[src/rtl/cursor_pkg.sv]
// Shared types, constants and the wrap-around adder for the cursor_control block.
// The optional step acceleration is enabled with the CURSOR_ACCEL_EN macro.
package cursor_pkg;

    typedef enum logic {
        AXIS_X = 1'b0,
        AXIS_Y = 1'b1
    } axis_t;

    localparam int STEP_MAX = 8;
    localparam int COORD_W  = 10;

    // Adds a signed step to a coordinate and wraps modulo (max_pos + 1).
    // The sum is formed one bit wider than the coordinate so that a negative
    // intermediate or an overshoot past max_pos is seen before truncation.
    function automatic logic [COORD_W-1:0] wrap_add(
        input logic [COORD_W-1:0] pos,
        input logic signed [4:0]  step,
        input logic [COORD_W-1:0] max_pos
    );
        logic signed [COORD_W:0] sum;
        logic signed [COORD_W:0] lim;
        logic signed [COORD_W:0] adj;
        sum = $signed({1'b0, pos}) + $signed({{(COORD_W-4){step[4]}}, step});
        lim = $signed({1'b0, max_pos});
        if (sum[COORD_W]) begin
            adj = sum + lim + 11'sd1;
        end else if (sum > lim) begin
            adj = sum - lim - 11'sd1;
        end else begin
            adj = sum;
        end
        return adj[COORD_W-1:0];
    endfunction

endpackage

[src/rtl/cursor_accel.sv]
// Step-size accelerator for cursor_control: step doubles 1->2->4->8 while
// same-direction detents keep arriving inside the window. Built only when
// CURSOR_ACCEL_EN is defined.
`ifdef CURSOR_ACCEL_EN
module cursor_accel
    import cursor_pkg::*;
#(
    parameter int ACCEL_WINDOW = 2500000
) (
    input  logic       clk,
    input  logic       rst,
    input  logic       stepL,
    input  logic       stepR,
    input  logic       clear,
    output logic [3:0] step
);

    localparam int              CNT_W    = $clog2(ACCEL_WINDOW + 1);
    localparam logic [CNT_W-1:0] WIN     = CNT_W'(ACCEL_WINDOW);
    localparam logic [3:0]      STEP_CAP = 4'(STEP_MAX);

    typedef enum logic [1:0] {
        DIR_NONE = 2'd0,
        DIR_L    = 2'd1,
        DIR_R    = 2'd2
    } dir_t;

    logic [CNT_W-1:0] r_cnt;
    dir_t             r_dir;
    logic [3:0]       r_step;

    logic             w_accept;
    dir_t             w_dir;
    logic [3:0]       w_step_next;

    // Decide the step for the current pulse; the move uses the updated value.
    always_comb begin
        w_accept    = stepL | stepR;
        w_dir       = DIR_NONE;
        w_step_next = r_step;
        if (stepR) begin
            w_dir = DIR_R;
        end else if (stepL) begin
            w_dir = DIR_L;
        end else begin
            w_dir = DIR_NONE;
        end
        if (clear) begin
            w_step_next = 4'd1;
        end else if (w_accept) begin
            if ((w_dir == r_dir) && (r_cnt < WIN)) begin
                if (r_step >= STEP_CAP) begin
                    w_step_next = STEP_CAP;
                end else begin
                    w_step_next = {r_step[2:0], 1'b0};
                end
            end else begin
                w_step_next = 4'd1;
            end
        end else begin
            w_step_next = r_step;
        end
    end

    assign step = w_step_next;

    // Track step size, last direction and the saturating window counter.
    always_ff @(posedge clk) begin
        if (!rst) begin
            r_cnt  <= '0;
            r_dir  <= DIR_NONE;
            r_step <= 4'd1;
        end else begin
            r_step <= w_step_next;
            if (w_accept) begin
                r_cnt <= '0;
                r_dir <= w_dir;
            end else begin
                if (r_cnt < WIN) begin
                    r_cnt <= r_cnt + CNT_W'(1);
                end
                if (clear) begin
                    r_dir <= DIR_NONE;
                end
            end
        end
    end

endmodule
`endif

[src/rtl/cursor_control.sv]
// Rotary-encoder cursor: left/right detents move the cursor along the selected
// axis with wrap-around, a button press toggles between X and Y.
// Optional step acceleration is enabled with the CURSOR_ACCEL_EN macro.
module cursor_control
    import cursor_pkg::*;
#(
    parameter int X_MAX        = 639,
    parameter int Y_MAX        = 479,
    parameter int X_INIT       = 320,
    parameter int Y_INIT       = 240,
    parameter int ACCEL_WINDOW = 2500000
) (
    input  logic               clk,
    input  logic               rst,
    input  logic               left,
    input  logic               right,
    input  logic               down,
    output logic [COORD_W-1:0] cursorX,
    output logic [COORD_W-1:0] cursorY,
    output logic               axisY,
    output logic               moved
);

    localparam logic [COORD_W-1:0] X_MAX_C  = COORD_W'(X_MAX);
    localparam logic [COORD_W-1:0] Y_MAX_C  = COORD_W'(Y_MAX);
    localparam logic [COORD_W-1:0] X_INIT_C = COORD_W'(X_INIT);
    localparam logic [COORD_W-1:0] Y_INIT_C = COORD_W'(Y_INIT);

    axis_t              r_state;
    logic [COORD_W-1:0] r_x;
    logic [COORD_W-1:0] r_y;
    logic               r_axis_y;
    logic               r_moved;

    logic               w_step_l;
    logic               w_step_r;
    logic [3:0]         w_step;
    logic signed [4:0]  w_delta;
    logic               w_move;
    logic [COORD_W-1:0] w_x_next;
    logic [COORD_W-1:0] w_y_next;

    // Opposing detents in the same cycle cancel and are not a step.
    assign w_step_l = left  & ~right;
    assign w_step_r = right & ~left;
    assign w_move   = w_step_l | w_step_r;

`ifdef CURSOR_ACCEL_EN
    cursor_accel #(
        .ACCEL_WINDOW (ACCEL_WINDOW)
    ) u_accel (
        .clk   (clk),
        .rst   (rst),
        .stepL (w_step_l),
        .stepR (w_step_r),
        .clear (down),
        .step  (w_step)
    );
`else
    logic w_unused_accel;
    assign w_unused_accel = (ACCEL_WINDOW != 0);
    assign w_step         = 4'd1;
`endif

    // Form the signed step and the wrapped candidate coordinates.
    always_comb begin
        w_delta = 5'sd0;
        if (w_step_r) begin
            w_delta = $signed({1'b0, w_step});
        end else if (w_step_l) begin
            w_delta = -$signed({1'b0, w_step});
        end else begin
            w_delta = 5'sd0;
        end
        w_x_next = wrap_add(r_x, w_delta, X_MAX_C);
        w_y_next = wrap_add(r_y, w_delta, Y_MAX_C);
    end

    // Axis FSM plus coordinate registers; a move uses the axis selected before any toggle.
    always_ff @(posedge clk) begin
        if (!rst) begin
            r_state  <= AXIS_X;
            r_axis_y <= 1'b0;
            r_x      <= X_INIT_C;
            r_y      <= Y_INIT_C;
            r_moved  <= 1'b0;
        end else begin
            r_moved <= w_move;
            if (w_move) begin
                case (r_state)
                    AXIS_X:  r_x <= w_x_next;
                    AXIS_Y:  r_y <= w_y_next;
                    default: r_x <= r_x;
                endcase
            end
            if (down) begin
                case (r_state)
                    AXIS_X: begin
                        r_state  <= AXIS_Y;
                        r_axis_y <= 1'b1;
                    end
                    AXIS_Y: begin
                        r_state  <= AXIS_X;
                        r_axis_y <= 1'b0;
                    end
                    default: begin
                        r_state  <= AXIS_X;
                        r_axis_y <= 1'b0;
                    end
                endcase
            end
        end
    end

    assign cursorX = r_x;
    assign cursorY = r_y;
    assign axisY   = r_axis_y;
    assign moved   = r_moved;

endmodule

[config.mk]
export PLATFORM = sky130hd
export DESIGN_NAME = cursor_control
export DESIGN_NICKNAME = d
export VERILOG_FILES = /design/src/rtl/cursor_pkg.sv /design/src/rtl/cursor_accel.sv /design/src/rtl/cursor_control.sv
export SDC_FILE = /design/constraint.sdc
export NUM_CORES = 1
export LEC_CHECK = 0
export CAP_MARGIN = 20
export CORE_UTILIZATION = 45
export DETAILED_ROUTE_END_ITERATION = 8
export DONT_BUFFER_PORTS = 1
export PLACE_DENSITY = 0.71
export SYNTH_ARGS = -nofsm -noshare
export SYNTH_HDL_FRONTEND = slang
export SYNTH_SLANG_ARGS = --single-unit
[constraint.sdc]
create_clock -name clk -period 5.5 [get_ports clk]
set_input_delay 0.275 -clock clk [delete_from_list [all_inputs] [get_ports clk]]
set_output_delay 0.275 -clock clk [all_outputs]
set_load 0.005 [all_outputs]
# Word level (Yosys, flattened, before mapping)
# Index checks and enable logic that the tools add are counted.
totals:
  reg_bits: 22
  latch_bits: 0
  ramBits: 0
  romBits: 0
  inputBits: 5
  out_inout_bits: 22
  n_memories: 0
classes:
  addsub: 10
  mul: 0
  div: 0
  order_cmp: 2
  eq_ne: 0
  shifts: 0
  muxes: 7
  n_bitwise: 6
  n_reduce_logical: 2
ops:
  columns: ["op", "count"]
  rows:
  - ["$mux 10", 4]
  - ["$add 11x5->11", 2]
  - ["$add 10x10->10 const B", 2]
  - ["$add 10x2->10 const B", 2]
  - ["$sub 10x10->10 const B", 2]
  - ["$sub 10x2->10 const B", 2]
  - ["$gt 11x10->1 const B", 1]
  - ["$gt 11x11->1 const B", 1]
  - ["$mux 5", 2]
  - ["$reduce_and 2->1", 2]
  - ["$not 1->1", 3]
  - ["$and 1x1->1", 2]
  - ["$pmux 1 s2", 1]
  - ["$or 1x1->1", 1]

# Logic depth before layout (Yosys ltp)
logic_depth:
  ltp_word: 9
  mapped_depth: 20
  mapped_depth_nobuf: 17

# Least setup slack after synthesis
# OpenSTA, ideal clock, no wires.
synth_path:
  path_type: "input-to-reg"
  startpoint: "input port right"
  endpoint: "register r_y[5] (netlist: cursorY[5])"
  t_arrival_ns: 3.727
  path_slack_ns: 1.693
  path_stages: 19
  path_cell_list: "inv_1 > ha_1 > buf_6 > buf_6 > buf_4 > buf_4 > xor2_1 > ha_1 > and2_1 > a32o_1 > a221oi_2 > xnor2_1 > ha_1 > nand4_1 > o31a_1 > o41ai_4 > nor4_1 > a21o_1 > a211oi_2"
synth_between:
  elab_chain_len: 9
synth_rtl:
  columns: ["element", "line_no", "rtl"]
  rows:
  - ["from (decl)", "cursor_control.sv:16", "input logic right,"]
  - ["$not 1->1", "cursor_control.sv:44", "assign w_step_l = left & ~right;"]
  - ["$and 1x1->1", "cursor_control.sv:44", null]
  - ["$mux 5", "cursor_control.sv:70", "end else if (w_step_l) begin"]
  - ["$mux 5", "cursor_control.sv:68", "if (w_step_r) begin"]
  - ["$add 11x5->11", "cursor_pkg.sv:24", "sum = $signed({1'b0, pos}) + $signed({{(COORD_W-4){step[4]}}, step});"]
  - ["$sub 10x10->10", "cursor_pkg.sv:29", "adj = sum - lim - 11'sd1;"]
  - ["$sub 10x2->10", "cursor_pkg.sv:29", null]
  - ["$mux 10", "cursor_pkg.sv:28", "end else if (sum > lim) begin"]
  - ["$mux 10", "cursor_pkg.sv:26", "if (sum[COORD_W]) begin"]
  - ["to (signal assigned)", "cursor_control.sv:92", "AXIS_Y: r_y <= w_y_next;"]
  - ["to (decl)", "cursor_control.sv:31", "logic [COORD_W-1:0] r_y;"]
# Several ways; a longest one is shown, not always the timed one.
# A chain may end at the register's enable or synchronous reset.

# Worst setup path after layout
# Ends and elaborated chain as after synthesis.

==> metrics.txt <==
Clock Latency Late Sink=270 ps; Internal=around 360 uW; post-DP HPWL=4.85 mm; worst slew pin tran=787 ps; Sw Ratio=44.2%; Num CTS Buffers=3; largest net degree at the start of global routing=25; Core Region=5920 sq um; Flop pwr share=33.3%; Worst-path clk slew=90 ps; CP endpoint kind=flip-flop; Worst Path Required=approximately 5700 ps; filler instances=609; RD Place Congestion=0.878; CP Launch Point=right; P per Cell Area=233 nW/um^2; Net Sw Power=approximately 280 uW; post-layout min period=around 3900 ps; Initial Util=46.8%; top achievable clock speed=0.256 GHz; leakage=roughly 1.0 nW; CTS H-tree depth=1; Syn. warnings=0; First-pass DRT Iterations=5; most common cell in the synthesized netlist=nand2_1; initial antenna violation count=0; critical path arrival=a little over 4000 ps; CP top delay family=compound AO/OA/AOI/OAI gates; Clk pwr share=between 10% and 20%; max_slew headroom=47.4%; Routed Antenna Nets=0; Worst Reg-to-Reg Cells=13; Crit. path cell count=13; Hold Vio Cnt, Final=0; num ports=27; Setup Skew=approximately 2.9 ps; Critical Path End=cursorY[5]$_SDFFE_PN1P_; setup TNS=0 ps; CTS root buffer=clkbuf_8; Pins Over Slew Limit=0; die width=~80 um; worst r2r dst=cursorY[5]$_SDFFE_PN1P_; share of layout cells above drive strength 1=7.83%; P&R area growth vs syn=-0.497%; Critical Path Max Stage Delay=between 600 and 700 ps; DP Worst Slack=1350 ps; vias in the first global route=roughly 2.4k; IO buf count=0; Die Y=just over 80 um; first-pass GRT wire length=roughly 11 mm; Post-Route WL=6.64 mm; top_reg_cell synth=dfxtp_1; CTS tree=yes; total track usage=21.8%; # diodes=0; Comb pwr share=49.6%; Clock Path Buffers=2; unrepaired setup endpoints after global routing=false; via count=about 2.6k; ranking of synthesized cells by area=dfxtp_1 16%, ha_1 6.3%, nand2_1 5.3%; Die ar.=6470 sq um; # DRC=0; fraction of registers with async set/reset=0%; Cells after Synth=370; number of buffers and inverters on the critical path=2; Yosys top cell by area=dfxtp_1; initial DRC count=254; Avg WL per Cell=15.8 um; postcts setup bufs=0; cts repair resizes=0; # hold bufs at CTS=0; Setup crit start kind=input pin; clk sink count=22; setup slack, reg-to-reg=1790 ps; top post-synthesis cells by count=39 x nand2_1, 22 x a21oi_1, 22 x dfxtp_1; sequential share of the synthesized area=15.9%; Congestion Overflow GR=0; max cap viols=0; status=finished clean; R2R Path Start=cursorY[1]$_SDFFE_PN0P_; Synth Area per Inst=7.48 sq um; Post-synth EDFFs=0; Netlist Area Pre-Place=approximately 2800 sq um; top-area cell type share of the netlist area=about 16%; syn_nets=between 300 and 400; vias per cell=6.21; CP Max Fanout=22; CP max-delay cell=ha_1; final worst slack=1600 ps; cells along the critical path=inv_1 > ha_1 > inv_1 > o31ai_1 > a221oi_2 > xnor2_1 > ha_1 > nand4_1 > o31a_1 > o41ai_4 > nor4_1 > a21o_1 > a211oi_2; fin crit share=70.9%; final-report setup violation count=0; critical path class=input pin to flip-flop; Yosys cell types=73; HP Class=input pin to flip-flop; FP Rows=28; number of synthesized register bits=22; Net count, final=366; worst vdd ir=0.122 mV
## area by class of cell
cell class / count / area [sq um] / area share (%)
clock buffers: 3 / 41.3 / 1.50
inverters: 17 / 63.8 / 2.32
multi-input cells: 301 / 2100 / 76.2
flip-flops and latches: 22 / 440 / 16.0
well taps: 75 / 93.8 / 3.41
repair buffers: 2 / 15.0 / 0.545
## routing by layer
layer	vias up	wire length, um	track usage, %
li1	1321	-	-
met1	1211	3100	28.0
met2	70	3150	37.2
met3	6	334	4.32
met4	0	62	4.82
met5	-	0	0
## metrics by stage
stage	total power [mW]	hold slack (ps)	util, %	instances	area [sq um]
final	0.642	77.5	46.5	420	2760
after global routing	0.694	60.8	46.5	420	2760
after CTS	0.644	68.6	46.5	420	2760
after detailed placement	0.532	354	45.8	417	2710
after global placement	0.525	356	45.8	417	2710
after floorplan	0.482	420	-	370	2770
## worst reg2reg max path, stage by stage, from the launching register on
cell and delay, ps:
dfxtp_1 610, xor2_1 140, ha_1 290, and2_1 150, a32o_1 270, a221oi_2 360
xnor2_1 280, ha_1 230, nand4_1 110, o31a_1 290, o41ai_4 450, nor4_1 100
a21o_1 180, a211oi_2 170
## cell families (layout without fill, tap and decap cells)
group                    count (synthesis)  after routing  synth area share [%]
AND/OR/NAND/NOR                        143            143                  28.9
buffers and inverters                   47             22                  8.22
multiplexers                             3              3                  1.08
adder cells (fa/ha/maj)                 14             14                  6.33
XOR/XNOR                                23             23                  7.77
flip-flops                              22             22                  15.9
AO/OA/AOI/OAI                          118            118                  31.8
## power groups by stage
stage | Combinational, mW | Sequential, mW | Clock (mW)
CTS | 0.316 | 0.214 | 0.113
detailed placement | 0.314 | 0.218 | 0
finish | 0.319 | 0.214 | 0.109
floorplan | 0.289 | 0.193 | 0
global route | 0.357 | 0.219 | 0.118
global placement | 0.308 | 0.217 | 0
## cells in the final DEF, fill, tap and decap left out, types with 3 or more instances in the layout
cell | netlist | final
or2_2 | 4 | 4
ha_1 | 14 | 14
mux2i_1 | 3 | 3
dfxtp_1 | 22 | 22
nor3b_1 | 3 | 3
a32oi_1 | 3 | 3
and3b_2 | 4 | 4
o31ai_1 | 12 | 12
a211oi_1 | 4 | 4
nor3_1 | 7 | 7
clkbuf_8 | 0 | 3
xor2_1 | 7 | 7
xnor2_1 | 15 | 15
nor4b_1 | 3 | 3
o211ai_1 | 5 | 5
nand3_1 | 9 | 9
o31a_1 | 3 | 3
a221oi_1 | 3 | 3
nor2_1 | 18 | 18
and2_1 | 7 | 7
nand2b_1 | 4 | 4
o21ai_0 | 16 | 16
and3_1 | 5 | 5
a21o_1 | 3 | 3
a31oi_1 | 7 | 7
inv_1 | 17 | 17
nand2_1 | 39 | 39
nor4_1 | 4 | 4
nand4_1 | 8 | 8
nand3b_1 | 3 | 3
a21oi_1 | 22 | 22
and4_1 | 3 | 3
a21boi_0 | 9 | 9
nor2b_1 | 6 | 6
or3_1 | 7 | 7
## flip-flops by register name, indices dropped and copies added (netlist names)
signal	flops
cursorX	10
cursorY	10
axisY	1
moved	1
## worst min-delay path by stage
stage                     start                 endpoint  slack (ps)  cells after the start
final                       rst  cursorX[6]$_SDFFE_PN1P_          80                      1
after global placement      rst  cursorX[6]$_SDFFE_PN1P_         360                      1
after global routing        rst  cursorX[6]$_SDFFE_PN1P_          60                      1
after CTS                   rst  cursorX[6]$_SDFFE_PN1P_          70                      1
after detailed placement    rst  cursorX[6]$_SDFFE_PN1P_         350                      1
after floorplan             rst  cursorY[7]$_SDFFE_PN1P_         420                      3
(Power assumes the default switching activity.)
